[src/rtl/ysyx_23060180_mem_pkg.sv]
// Shared definitions for the memory arbiter slice.
//   arb_state_e     : arbiter transaction state
//   PORT_IF/LSU     : requester indices (fetch = 0, load/store = 1)
//   MEM_LAT_DEFAULT : default memory read latency in cycles
package ysyx_23060180_mem_pkg;

   typedef enum logic [1:0] {
      IDLE  = 2'd0,
      ISSUE = 2'd1,
      WAIT  = 2'd2,
      RESP  = 2'd3
   } arb_state_e;

   localparam int PORT_IF         = 0;
   localparam int PORT_LSU        = 1;
   localparam int MEM_LAT_DEFAULT = 1;

endpackage

[src/rtl/ysyx_23060180_rr_arb2.sv]
// Two-way combinational grant with a registered last-grant pointer.
//   clk, rstn_in : clock, async active-low reset
//   en_i         : grants are only issued while enabled
//   req_i        : per-port request (bit i = port i)
//   gnt_o        : one-hot or zero grant
// RR_EN=1 alternates between ports under contention; RR_EN=0 lets the
// LSU port win every contention.
module ysyx_23060180_rr_arb2
   import ysyx_23060180_mem_pkg::*;
#(
   parameter bit RR_EN = 1'b1
) (
   input  logic       clk,
   input  logic       rstn_in,
   input  logic       en_i,
   input  logic [1:0] req_i,
   output logic [1:0] gnt_o
);

   logic       last_q, last_d;
   logic [1:0] gnt;

   always_comb begin
      gnt = 2'b00;
      case (req_i)
         2'b01:   gnt = 2'b01;
         2'b10:   gnt = 2'b10;
         // Under contention the port not granted last time wins.
         2'b11:   gnt = (RR_EN && (last_q == 1'(PORT_LSU))) ? 2'b01 : 2'b10;
         default: gnt = 2'b00;
      endcase
   end

   assign gnt_o = en_i ? gnt : 2'b00;

   always_comb begin
      last_d = last_q;
      if (|(req_i & gnt_o)) last_d = gnt_o[1];
   end

   // Pointer resets to "LSU granted last" so fetch gets first priority.
   always_ff @(posedge clk or negedge rstn_in) begin
      if (!rstn_in) last_q <= 1'(PORT_LSU);
      else          last_q <= last_d;
   end

endmodule

[src/rtl/ysyx_23060180_mem_arbiter.sv]
// Shares the single memory port between instruction fetch (port 0) and
// load/store (port 1). One transaction in flight at a time.
//   clk, rstn_in             : clock, async active-low reset
//   req_valid/ready/wr       : per-port handshake and direction
//   req_addr/wdata/wstrb     : per-port request fields, sampled on accept
//   resp_valid, resp_rdata   : one-cycle response pulse to the owner
//   mem_rd, mem_wr           : one-cycle memory strobes
//   mem_addr/wdata/wstrb     : registered memory command fields
//   mem_rdata                : memory read data, MEM_LAT cycles after mem_rd
//
// state | meaning
// IDLE  | arbitrating, req_ready may be high
// ISSUE | strobe mem_rd or mem_wr for one cycle
// WAIT  | counting read latency, capture mem_rdata on the last cycle
// RESP  | pulse resp_valid to the owner
module ysyx_23060180_mem_arbiter
   import ysyx_23060180_mem_pkg::*;
#(
   parameter int ADDR_W  = 32,
   parameter int DATA_W  = 32,
   parameter int MEM_LAT = MEM_LAT_DEFAULT,
   parameter bit RR_EN   = 1'b1
) (
   input  logic                       clk,
   input  logic                       rstn_in,
   input  logic [1:0]                 req_valid,
   output logic [1:0]                 req_ready,
   input  logic [1:0]                 req_wr,
   input  logic [1:0][ADDR_W-1:0]     req_addr,
   input  logic [1:0][DATA_W-1:0]     req_wdata,
   input  logic [1:0][DATA_W/8-1:0]   req_wstrb,
   output logic [1:0]                 resp_valid,
   output logic [DATA_W-1:0]          resp_rdata,
   output logic                       mem_rd,
   output logic                       mem_wr,
   output logic [ADDR_W-1:0]          mem_addr,
   output logic [DATA_W-1:0]          mem_wdata,
   output logic [DATA_W/8-1:0]        mem_wstrb,
   input  logic [DATA_W-1:0]          mem_rdata
);

   localparam int STRB_W = DATA_W / 8;
   localparam int CNT_W  = $clog2(MEM_LAT + 1);
   localparam logic [CNT_W-1:0] LAT_LD = CNT_W'(MEM_LAT);

   arb_state_e          state_q, state_d;
   logic [CNT_W-1:0]    cnt_q, cnt_d;
   logic                owner_q;
   logic                wr_q;
   logic [ADDR_W-1:0]   addr_q;
   logic [DATA_W-1:0]   wdata_q;
   logic [STRB_W-1:0]   wstrb_q;
   logic [DATA_W-1:0]   rdata_q;
   logic [1:0]          gnt;
   logic                accept;
   logic                sel;
   logic                capture;

   // Gating with rstn_in keeps req_ready low while reset is held.
   ysyx_23060180_rr_arb2 #(
      .RR_EN (RR_EN)
   ) u_arb (
      .clk     (clk),
      .rstn_in (rstn_in),
      .en_i    ((state_q == IDLE) && rstn_in),
      .req_i   (req_valid),
      .gnt_o   (gnt)
   );

   assign req_ready = gnt;
   assign accept    = |(req_valid & gnt);
   assign sel       = gnt[1];

   always_comb begin
      state_d = state_q;
      cnt_d   = cnt_q;
      capture = 1'b0;
      case (state_q)
         IDLE: begin
            if (accept) state_d = ISSUE;
         end
         ISSUE: begin
            if (wr_q) begin
               state_d = RESP;
            end else begin
               state_d = WAIT;
               cnt_d   = LAT_LD;
            end
         end
         WAIT: begin
            cnt_d = cnt_q - CNT_W'(1);
            if (cnt_q == CNT_W'(1)) begin
               capture = 1'b1;
               state_d = RESP;
            end
         end
         RESP: begin
            state_d = IDLE;
         end
         default: state_d = IDLE;
      endcase
   end

   always_ff @(posedge clk or negedge rstn_in) begin
      if (!rstn_in) begin
         state_q <= IDLE;
         cnt_q   <= '0;
         owner_q <= 1'b0;
         wr_q    <= 1'b0;
         addr_q  <= '0;
         wdata_q <= '0;
         wstrb_q <= '0;
         rdata_q <= '0;
      end else begin
         state_q <= state_d;
         cnt_q   <= cnt_d;
         if (accept) begin
            owner_q <= sel;
            wr_q    <= req_wr[sel];
            addr_q  <= req_addr[sel];
            wdata_q <= req_wdata[sel];
            // Reads present an all-zero byte enable to memory.
            wstrb_q <= req_wr[sel] ? req_wstrb[sel] : '0;
         end
         if (capture) rdata_q <= mem_rdata;
      end
   end

   assign mem_rd    = (state_q == ISSUE) && !wr_q;
   assign mem_wr    = (state_q == ISSUE) &&  wr_q;
   assign mem_addr  = addr_q;
   assign mem_wdata = wdata_q;
   assign mem_wstrb = wstrb_q;

   always_comb begin
      resp_valid = 2'b00;
      if (state_q == RESP) resp_valid[owner_q] = 1'b1;
   end

   // Write acks return zero data; otherwise the last captured read is held.
   assign resp_rdata = ((state_q == RESP) && wr_q) ? '0 : rdata_q;

endmodule
[config.mk]
export PLATFORM = sky130hd
export DESIGN_NAME = ysyx_23060180_mem_arbiter
export DESIGN_NICKNAME = d
export VERILOG_FILES = /design/src/rtl/ysyx_23060180_mem_pkg.sv /design/src/rtl/ysyx_23060180_rr_arb2.sv /design/src/rtl/ysyx_23060180_mem_arbiter.sv
export SDC_FILE = /design/constraint.sdc
export NUM_CORES = 1
export LEC_CHECK = 0
export CORE_MARGIN = 8
export CORE_UTILIZATION = 43
export DETAILED_ROUTE_END_ITERATION = 7
export GPL_ROUTABILITY_DRIVEN = 0
export PLACE_DENSITY_LB_ADDON = 0.25
export SLEW_MARGIN = 15
export SYNTH_ARGS = -nofsm -noshare
export SYNTH_HDL_FRONTEND = slang
export SYNTH_SLANG_ARGS = --single-unit
[constraint.sdc]
create_clock -name clk -period 5.1 [get_ports clk]
set_input_delay 1.02 -clock clk [delete_from_list [all_inputs] [get_ports clk]]
set_output_delay 1.02 -clock clk [all_outputs]
set_load 0.005 [all_outputs]
==> results.txt <==
The flow ran to the end, and the final reports show no timing, DRC or antenna violations. The portion of the post-synthesis area used by sequential elements is 50.8%. The total length of routed wires came out at 18.7 mm. During placement, the flow inserted port buffers numbering 279. In this run the register-to-register setup slack is 2470 ps. The number of max-cap violations is 0.

The half-perimeter wire length of the detailed placement result is 13.5 mm. The most repeated cell in the gate-level netlist after synthesis is sky130_fd_sc_hd__dfrtp_1. The switching share of total power came out at 32.5%. The worst hold path belongs to the class flop to flop. The TritonCTS clock tree is yes. The area enclosed by the die boundary came out at 15900 sq um. Clock tree synthesis selected as its root buffer the cell sky130_fd_sc_hd__clkbuf_16.

Buffers inserted to repair hold after CTS numbered 0. The via density per instance is 5.57. The worst setup path is launched from an input pin. The DRC violation count after routing is 0.

The first detailed-routing pass took 5 iterations. The number of pins exceeding their max-slew limit in the final report came to 0. The number of antenna violations at the first check in global routing is 0.

The average instance area after synthesis is 9.81 sq um. The clock period could shrink to 3680 ps. Setup violations remaining at the end of the flow were counted as 0. The synthesis warning total is 0. The critical path required time is 4080 ps. The H-tree was split into 3 levels.

The detailed-route via count came out at 5188. The static power due to leakage is 3.38 nW. The maximum clock rate is 272 MHz. The clock input transition at the sequential cells of the worst setup and hold paths came out at 60 ps. In the final design database the tool counted 960 nets. The worst slew margin relative to its limit is 35.3%. The die boundary height came out at 126 um. The aggregate negative setup slack is 0 ps. Once detail routing completed, the nets flagged for antenna violations numbered 0. For this run, asynchronously set or reset flops after synthesis account for 100%. The number of global-route vias before repair came out at 5441. The largest net degree at the start of global routing is 83. The fraction of final layout cells with drive strength greater than 1 came out at 7.90%.

Setup repair after global routing left no endpoint under its margin. The relative area change from synthesis to final layout came out at 59.6%. The width of the chip is 126 um. The routed length per instance came out at 20.1 um.

The total power density per cell area came out at 516 nW/um^2. The first routing iteration left 480 violations. For this design the top-level I/O count stands at 280. The internal power summed over all cells is 0.00291 W. Synthesis produced 533 cells. Synthesis instantiated 28 different standard cells from the library. The worst voltage drop across the vdd grid is 269 uV. At the end of the flow the core is filled with cells to 69.7%. The largest driver fanout on the critical path came out at 30.

The mapped netlist covers 5230 sq um. The number of hold violations in the final report came out at 0. The share of Yosys cell area claimed by the top area cell type is 50.3%. For this run, the leading register cell type out of synthesis is sky130_fd_sc_hd__dfrtp_1. The count of instances resized after the clock tree is built came out at 0.

The combinational fraction of design power came out at 49.8%. The number of enable flip-flop cells after synthesis came out at 0. The total core area is 12000 sq um.

The endpoint type of the worst setup path is an output port. Summed over all instances, the cell type with the most area after synthesis is sky130_fd_sc_hd__dfrtp_1. Global routing finished with a remaining overflow of 0. The post-CTS repair timing setup buffer count came out at 0.

The standard-cell row count came out at 40. The number of sinks handled by clock tree synthesis is 106. The critical setup path kind is input pin to output port.

The antenna cell count is 0. The starting density of the core is 43.7%. Counting along the longest clock path gives a buffer depth of 2. The relative contribution of the clock network to total power is 16.0%. After synthesis, the most frequently instantiated cells are 105 x sky130_fd_sc_hd__dfrtp_1, 71 x sky130_fd_sc_hd__nand2_1, 65 x sky130_fd_sc_hd__a21oi_1. The post-route fraction of the period consumed by the critical path is 72.1%. The later pin in the worst-skew pair is clocked with a latency of 350 ps. In the global route stage, overall resource usage came out at 23.1%. The number of nets in the synthesized netlist is 712.

The measured slew at the worst slew-check pin is 970 ps. For the final database, setup skew stands at 7.85 ps. The net switching component of the power is 0.00140 W. Of the total power, registers draw 34.2%. The flop and latch count out of synthesis is 106. The arrival time of the worst setup path is 2660 ps. In the post-synthesis netlist, the biggest area contributors are sky130_fd_sc_hd__dfrtp_1 50%, sky130_fd_sc_hd__a22oi_1 9.2%, sky130_fd_sc_hd__mux2_2 7.1%. The first-pass GRT wire length is 29.1 mm. The total CTS buffers came out at 9.
power groups by stage:
| stage | combinational [W] | clock [W] | sequential [W] |
|---|---|---|---|
| finish | 0.00215 | 0.000688 | 0.00147 |
| global route | 0.00234 | 0.000737 | 0.00152 |
| detailed placement | 0.00216 | 0 | 0.00148 |
| floorplan | 0.000926 | 0 | 0.00146 |
| global placement | 0.00211 | 0 | 0.00146 |
| CTS | 0.00217 | 0.000702 | 0.00147 |
kinds of logic (layout without fill, tap and decap cells):
logic type / after synthesis / count (layout) / share of synthesized area [%]
compound gates: 205 / 205 / 23.5
xor+xnor: 1 / 1 / 0.168
fa+ha+maj: 5 / 5 / 1.20
buf+inv: 54 / 306 / 5.12
flops: 106 / 106 / 50.8
mux: 39 / 39 / 8.26
simple gates: 123 / 123 / 11.0
per-layer routing:
metal	routed length [um]	vias to the layer above	global-route usage, %
li1	-	2380	-
met1	7300	2481	26.8
met2	8880	284	37.1
met3	1910	43	8.73
met4	643	0	11.2
met5	0	-	0
sequential cells by signal (all words and copies together), names as in the netlist:
| name | count |
|---|---|
| mem_addr | 32 |
| owner_q | 1 |
| mem_wstrb | 4 |
| wr_q | 1 |
| rdata_q | 32 |
| state_q | 2 |
| cnt_q | 1 |
| u_arb.last_q | 1 |
| mem_wdata | 32 |
through the flow:
stage                     hold WS, ps  power [W]  instance area [sq um]  instances  worst slack [ps]
after global placement            460    0.00357                   8020        916              1430
after detailed placement          469    0.00364                   8020        916              1410
final                             478    0.00431                   8340        932              1420
after global routing              510    0.00460                   8340        932              1310
after floorplan                   470    0.00238                   5230        533              2360
after CTS                         484    0.00434                   8310        931              1410
cell type report:
class | instances | area (sq um)
Timing Repair Buffer | 287 | 2870
Clock buffer | 12 | 246
Fill cell | 875 | 3620
Multi-Input combinational cell | 373 | 2330
Inverter | 4 | 15.0
Sequential cell | 106 | 2650
Tap cell | 147 | 184
Clock inverter | 3 | 40.0
cell usage in the layout, fill, tap and decap left out, types with 2 or more instances in the layout:
cell,netlist,final
sky130_fd_sc_hd__mux2i_1,6,6
sky130_fd_sc_hd__clkdlybuf4s50_1,0,278
sky130_fd_sc_hd__clkbuf_16,0,9
sky130_fd_sc_hd__o21ai_0,56,56
sky130_fd_sc_hd__nand3_1,4,4
sky130_fd_sc_hd__a22oi_1,64,64
sky130_fd_sc_hd__a22o_1,5,5
sky130_fd_sc_hd__o21ai_1,10,10
sky130_fd_sc_hd__and2_1,36,35
sky130_fd_sc_hd__nand2_1,71,71
sky130_fd_sc_hd__buf_4,6,8
sky130_fd_sc_hd__clkinv_2,0,2
sky130_fd_sc_hd__nor2b_1,3,3
sky130_fd_sc_hd__nor2_1,5,5
sky130_fd_sc_hd__a21oi_1,65,65
sky130_fd_sc_hd__ha_1,5,5
sky130_fd_sc_hd__dfrtp_1,105,105
sky130_fd_sc_hd__mux2_2,33,33
sky130_fd_sc_hd__inv_1,4,4
sky130_fd_sc_hd__clkbuf_1,10,2
worst paths after layout:
check / startpoint / endpoint / depth (start not counted)
worst max-delay path: rstn_in / req_ready[0] / 4
max in group asynchronous: rstn_in / mem_wdata[28]$_DFFE_PN0P_ / 3
worst max register to register: state_q[0]$_DFFE_PN0P_ / mem_wdata[10]$_DFFE_PN0P_ / 6
worst min register to register: mem_wdata[18]$_DFFE_PN0P_ / mem_wdata[18]$_DFFE_PN0P_ / 2
worst min-delay path: mem_wdata[18]$_DFFE_PN0P_ / mem_wdata[18]$_DFFE_PN0P_ / 2
min in group asynchronous: rstn_in / cnt_q$_DFFE_PN0P_ / 1
critical path: stages:
cell and delay (ps):
sky130_fd_sc_hd__buf_4 330, sky130_fd_sc_hd__and2_2 480, sky130_fd_sc_hd__and3_1 270, sky130_fd_sc_hd__clkdlybuf4s50_1 540
No activity file was read; power rests on OpenSTA's default activity.
